[src/rtl/leaf_stream_buffer.sv]
// Bank of independent first-word-fall-through stream FIFOs between the leaf
// interface ports and an HLS operator; one FIFO per channel with flush.
module leaf_stream_buffer #(
  parameter int NUM_CH       = 3,
  parameter int PAYLOAD_BITS = 32,
  parameter int DEPTH_BITS   = 4,
  parameter int AF_MARGIN    = 2
) (
  input  logic                               clk,
  input  logic                               reset,
  input  logic                               flush,
  input  logic [NUM_CH*PAYLOAD_BITS-1:0]     din,
  input  logic [NUM_CH-1:0]                  vld_in,
  output logic [NUM_CH-1:0]                  ack_out,
  output logic [NUM_CH*PAYLOAD_BITS-1:0]     dout,
  output logic [NUM_CH-1:0]                  vld_out,
  input  logic [NUM_CH-1:0]                  ack_in,
  output logic [NUM_CH*(DEPTH_BITS+1)-1:0]   count,
  output logic [NUM_CH-1:0]                  almost_full
);

  localparam int PW    = DEPTH_BITS + 1;
  localparam int DEPTH = 1 << DEPTH_BITS;
  localparam logic [PW-1:0] DEPTH_V = PW'(DEPTH);
  localparam logic [PW-1:0] AF_V    = PW'(AF_MARGIN);

  genvar gi;
  generate
    for (gi = 0; gi < NUM_CH; gi++) begin : gen_ch
      logic [PAYLOAD_BITS-1:0] mem_reg [DEPTH];
      logic [PW-1:0]           wr_ptr_reg, wr_ptr_next;
      logic [PW-1:0]           rd_ptr_reg, rd_ptr_next;
      logic [PW-1:0]           occ;
      logic [PW-1:0]           free;
      logic                    full, empty, push, pop;

      // The extra pointer MSB lets a plain subtraction separate full from empty.
      assign occ   = wr_ptr_reg - rd_ptr_reg;
      assign free  = DEPTH_V - occ;
      assign full  = (occ == DEPTH_V);
      assign empty = (occ == '0);

      // Handshakes are qualified only by registered state, so ack_out never
      // depends combinationally on ack_in.
      assign push = vld_in[gi] && !full;
      assign pop  = ack_in[gi] && !empty;

      always_comb begin
        wr_ptr_next = wr_ptr_reg;
        rd_ptr_next = rd_ptr_reg;
        if (flush) begin
          wr_ptr_next = '0;
          rd_ptr_next = '0;
        end else begin
          if (push) wr_ptr_next = wr_ptr_reg + PW'(1);
          if (pop)  rd_ptr_next = rd_ptr_reg + PW'(1);
        end
      end

      always_ff @(posedge clk or posedge reset) begin
        if (reset) begin
          wr_ptr_reg <= '0;
          rd_ptr_reg <= '0;
        end else begin
          wr_ptr_reg <= wr_ptr_next;
          rd_ptr_reg <= rd_ptr_next;
        end
      end

      // Storage is deliberately left out of reset and flush.
      always_ff @(posedge clk) begin
        if (push && !flush)
          mem_reg[wr_ptr_reg[DEPTH_BITS-1:0]] <= din[gi*PAYLOAD_BITS +: PAYLOAD_BITS];
      end

      assign dout[gi*PAYLOAD_BITS +: PAYLOAD_BITS] = mem_reg[rd_ptr_reg[DEPTH_BITS-1:0]];
      assign vld_out[gi]                          = !empty;
      assign ack_out[gi]                          = !full;
      assign count[gi*PW +: PW]                   = occ;
      assign almost_full[gi]                      = (free <= AF_V);
    end
  endgenerate

endmodule
[config.mk]
export PLATFORM = sky130hd
export DESIGN_NAME = leaf_stream_buffer
export DESIGN_NICKNAME = d
export VERILOG_FILES = /design/src/rtl/leaf_stream_buffer.sv
export SDC_FILE = /design/constraint.sdc
export NUM_CORES = 1
export LEC_CHECK = 0
export CAP_MARGIN = 15
export CORE_MARGIN = 2
export CORE_UTILIZATION = 55
export CTS_CLUSTER_SIZE = 8
export DETAILED_ROUTE_END_ITERATION = 8
export PLACE_DENSITY = 0.76
export SYNTH_ARGS = -nofsm -noshare
export SYNTH_HDL_FRONTEND = slang
export SYNTH_SLANG_ARGS = --single-unit
[constraint.sdc]
create_clock -name clk -period 5.8 [get_ports clk]
set_input_delay 0.58 -clock clk [delete_from_list [all_inputs] [get_ports clk]]
set_output_delay 0.58 -clock clk [all_outputs]
set_load 0.05 [all_outputs]
## After elaboration in Yosys (flattened, before gate mapping)

Memory sizes are Yosys's and may differ from the RTL's.
Cells that the tools add are included.

- Register bits: 30
- RAM bits: 1536
- Word-level logic and storage cells: 70
- Memories kept: 3

- Add/sub/neg operators: 12
- Magnitude comparators: 3
- Eq/ne operators: 3
- Multiplexer cells: 18
- Reduce and logical (&&, ||, !) cells: 25

Memories:

| memory | depth | bits a word | rd ports | clocked after memory_dff | wr ports | line | text |
|---|---|---|---|---|---|---|---|
| gen_ch[0].mem_reg | 16 | 32 | 1 | 0 | 1 | 30 | `logic [PAYLOAD_BITS-1:0] mem_reg [DEPTH];` |
| gen_ch[1].mem_reg | 16 | 32 | 1 | 0 | 1 | 30 |  |
| gen_ch[2].mem_reg | 16 | 32 | 1 | 0 | 1 | 30 |  |

Operators with widths:

| operator | number |
|---|---|
| 2-to-1 mux 5 bit | 12 |
| adder 5 x 1 -> 5 bit, second input constant | 6 |
| == test 5 bit, second input constant | 3 |
| <= comparator 5 x 2 -> 1 bit, second input constant | 3 |
| logical NOT 5 bit | 3 |
| subtractor 5 bit | 3 |
| subtractor 5 bit, first input constant | 3 |
| nonzero test 2 bit | 6 |
| logical AND 1 bit | 9 |
| logical NOT 1 bit | 7 |
| 2-to-1 mux 1 bit | 6 |

## Depth between registers and ports, before layout

- Depth after elaboration: 7
- Gate-level depth with buffers: 14
- Depth with buffers taken out: 12

## Least setup slack after synthesis

Ideal clock, no wire load.

- Path type: register to register
- Start: register gen_ch[2].rd_ptr_reg[2]
- End: memory gen_ch[2].mem_reg[0][0] (enable)
- Setup time: 0.461 ns
- Data arrival time: 5.913 ns
- Slack: -0.574 ns
- Cell stages (with the launch flop): 15
- Buffers on the path: 3
- Clock period less this slack: 6.374 ns
- Path through: dfrtp_1 buf_2 buf_1 clkinv_1 clkbuf_1 ha_1 a21oi_1 a21boi_1 nor2b_1 nor2_1 ha_1 nor2b_1 nor2b_1 nand2_1 nor3_1

- Word-level cells in the longest chain between the ends: 7

Ends and longest elaborated chain:

| item | line | text |
|---|---|---|
| start: declaration | 32 | `logic [PW-1:0] rd_ptr_reg, rd_ptr_next;` |
| start signal: assignment | 66 | `rd_ptr_reg <= rd_ptr_next;` |
| subtractor 5 bit | 38 | `assign occ = wr_ptr_reg - rd_ptr_reg;` |
| net count[13] | 18 | `output logic [NUM_CH*(DEPTH_BITS+1)-1:0] count,` |
| == test 5 bit | 40 | `assign full = (occ == DEPTH_V);` |
| logical NOT 1 bit | 45 | `assign push = vld_in[gi] && !full;` |
| logical AND 1 bit | 45 |  |
| logical AND 1 bit | 72 | `if (push && !flush)` |
| 2-to-1 mux 1 bit | 72 |  |
| 2-to-1 mux 1 bit (implied by the code) | 73 | `mem_reg[wr_ptr_reg[DEPTH_BITS-1:0]] <= din[gi*PAYLOAD_BITS +: PAYLOAD_BITS];` |
| end: declaration | 30 |  |

The timed path passes the listed nets, and every way through them passes these cells.

## Final worst setup path

- Start: register gen_ch[0].rd_ptr_reg[1]
- End: output dout[30]

- Word-level cells in the longest chain between the ends: 1

Ends and longest elaborated chain:

| item | line | text |
|---|---|---|
| start: declaration | 32 |  |
| start signal: assignment | 66 |  |
| memory read (16 x 32 bit) | -- |  |
| end: declaration | 15 | `output logic [NUM_CH*PAYLOAD_BITS-1:0] dout,` |

Every way passes these cells.

==> results.toml <==
[outcome]
status = "finished clean"

[route]
wl_per_cell_microns = 29.6
initialDrtViolationCount = 3292
vias = 29800
route.detailed.drc = 0
ant_nets = 0
dr.pass1.iters = 6
drt-total-wl_microns = 140000
vias_per_cell = 6.30

[synth]
synth_cell_type_count = 38
syn_nets = 2958
synth_compound_area_frac = 0.00986
yosysWarnings = 0
ys_seq_elements = 1566
syn_inst = 2811
post_synth_mux_area_share = 0.154
avgSynthCellArea_sq_um = 21.6
synthXorXnorAreaFrac = 0.00477
synthArstFlopShare = 0.0192
synth_simple_gate_area_frac = 0.0348
synth_top_family_by_area = "multiplexers"
synth_flop_cell = "edfxtp_1"
synth_edf_count = 1536
netlist_area_sq_um = 60700
yosysSeqAreaShare = 0.773
synthAdderAreaFrac = 0.00904

[timing]
rsz0062_at_grt = "false"
fin_crit_sh = 0.898
min_period_ns = 5.21
fmax_mhz = 192
setup_tns_ns = 0
finClkSkew_ns = 0.0752
finalSetupViolCount = 0
maxSlewViolCount = 0
tightest_slew_ns = 1.17
maxSlewHeadroom = 0.222
hold_viol = 0

[placement]
gp_congestion = 0.804
dp_hpwl_microns = 71900
io_buffers = 224

[floorplanning]
die_area_sq_um = 113000
io_pins = 225
die_y_microns = 336
rows = 121
core_area_sq_um = 109000
die_w_microns = 336
initial_core_util = 0.556

[grt]
overflow = 0
antenna_found_initial = 10
grt_start_max_net_pins = 132
grt_pass1_vias = 32000
grt_use_total = 0.254
grt_pass1_wl_microns = 207000

[setup_path]
rrSetupSlack_ns = 1.06
critPathMaxFanout = 69
worstPathRequired_ns = 5.22
timing.rr.start = "gen_ch[0].wr_ptr_reg[2]"
criticalPathCategory = "register to output port"
r2r-end = "gen_ch[0].mem_reg[0][22]"
arrival_ns = 4.63
end_kind = "output port"
critical_path.startpoint_type = "register"
ff2ff_path_depth = 11

[cts]
ctsResizeCount = 0
cts_hold_buf = 0
cts_sinks = 1566
root_buffer = "clkbuf_16"
cts_tree = "yes"
postCtsSetupRepairBufs = 0
clk_path_buf_depth = 3
clk-insertion-delay-late_ns = 0.82
cts_made_buffers = 214
htreeDepth = 4
clkSlewWorstSetupHoldPaths_ns = 0.05

[flow_run]
cap_violations = 0

[worst_hold_path]
hold_path.class = "input port to asynchronous set/reset pin"

[power_and_ir_drop]
powerDensity_nw_per_um2 = 470
peakVddDrop_uv = 452
power_switching_mw = 10.2
leakage_nw = 22.5
p_seq_frac = 0.384
comb_power_share = 0.281
p_int_mw = 23.2
sw_frac_of_total = 0.306
power_mw = 33.4
clkPwrFrac = 0.335

[final_layout]
drive_above_1_share = 0.242
fin_nets = 3332
postLayoutCoreUtil = 0.652
final_common_cell = "edfxtp_1"
final_cell_mix = "edfxtp_1 (1536), mux4_2 (416), nand2_1 (282), clkdlybuf4s50_1 (222), clkbuf_16 (214)"
fillCellCount = 6755
largest_reg_flops = 1536
syn2layout_area_growth_pct = 17.4
cells in the mapped netlist (all sizes together) (15+ instances only):
| master | count | area share |
|---|---|---|
| dfrtp | 30 | 0.012 |
| inv | 30 | 0.0019 |
| buf | 54 | 0.0065 |
| edfxtp | 1536 | 0.76 |
| nor2 | 74 | 0.0046 |
| xnor2 | 15 | 0.0022 |
| clkbuf | 91 | 0.0056 |
| ha | 39 | 0.0080 |
| nand2 | 282 | 0.017 |
| xor2 | 18 | 0.0026 |
| mux4 | 416 | 0.15 |
| a31oi | 64 | 0.0066 |
| and3 | 66 | 0.0068 |
final cells by class:
type | count | area [sq um] | area share
Clock inverter | 17 | 395 | 0.00555
Multi-Input combinational cell | 1066 | 13300 | 0.187
Sequential cell | 1566 | 46900 | 0.659
Antenna cell | 4 | 10.0 | 0.000141
Inverter | 34 | 128 | 0.00179
Clock buffer | 267 | 5560 | 0.0781
Tap cell | 1476 | 1850 | 0.0259
Timing Repair Buffer | 303 | 3040 | 0.0427
stage by stage:
| stage | std cells | hold WS, ns | cell area [sq um] | setup slack, ns |
|---|---|---|---|---|
| after CTS | 4727 | 0.165 | 71200 | 0.542 |
| after detailed placement | 4443 | 0.551 | 65200 | 1.13 |
| after floorplan | 2811 | 0.523 | 60700 | 0.283 |
| final | 4733 | 0.180 | 71200 | 0.591 |
| after global routing | 4732 | 0.226 | 71200 | 0.419 |
| after global placement | 4443 | 0.545 | 65200 | 1.35 |
cells by family after synthesis:
kind of cell | after synthesis
compound gates | 95
xor+xnor | 33
mux | 416
buf+inv | 179
flops | 1566
simple gates | 480
fa+ha+maj | 42
power by group through the flow:
stage	registers, mW	clock network [mW]	logic, mW
global route	12.9	11.8	9.94
finish	12.9	11.2	9.40
floorplan	13.0	0	6.72
CTS	12.9	11.4	9.46
global placement	13.0	0	9.23
detailed placement	13.1	0	9.33
layer usage:
metal	global-route usage	vias to the layer above	wire length, microns
li1	-	12300	-
met1	0.331	15600	51600
met2	0.415	1684	70700
met3	0.0707	264	14100
met4	0.0887	10	3870
met5	0	-	60
worst max path at each step:
stage / start / end / slack (ns)
6_report: gen_ch[0].rd_ptr_reg[1] / dout[30] / 0.59
4_1_cts: gen_ch[0].rd_ptr_reg[1] / dout[4] / 0.54
3_5_place_dp: gen_ch[0].wr_ptr_reg[2] / gen_ch[0].mem_reg[6][18] / 1.13
5_1_grt: gen_ch[1].rd_ptr_reg[0] / dout[62] / 0.42
3_3_place_gp: gen_ch[1].rd_ptr_reg[2] / gen_ch[1].mem_reg[6][24] / 1.35
2_1_floorplan: gen_ch[2].rd_ptr_reg[2] / gen_ch[2].mem_reg[12][0] / 0.28
worst max-delay path, stage by stage, from the launching register on:
cell and delay (ns):
dfrtp_4 0.42, buf_4 0.69, buf_4 0.90, mux4_2 0.44, mux4_2 0.53, clkdlybuf4s50_1 0.74
No activity file was read; power rests on OpenSTA's default activity.
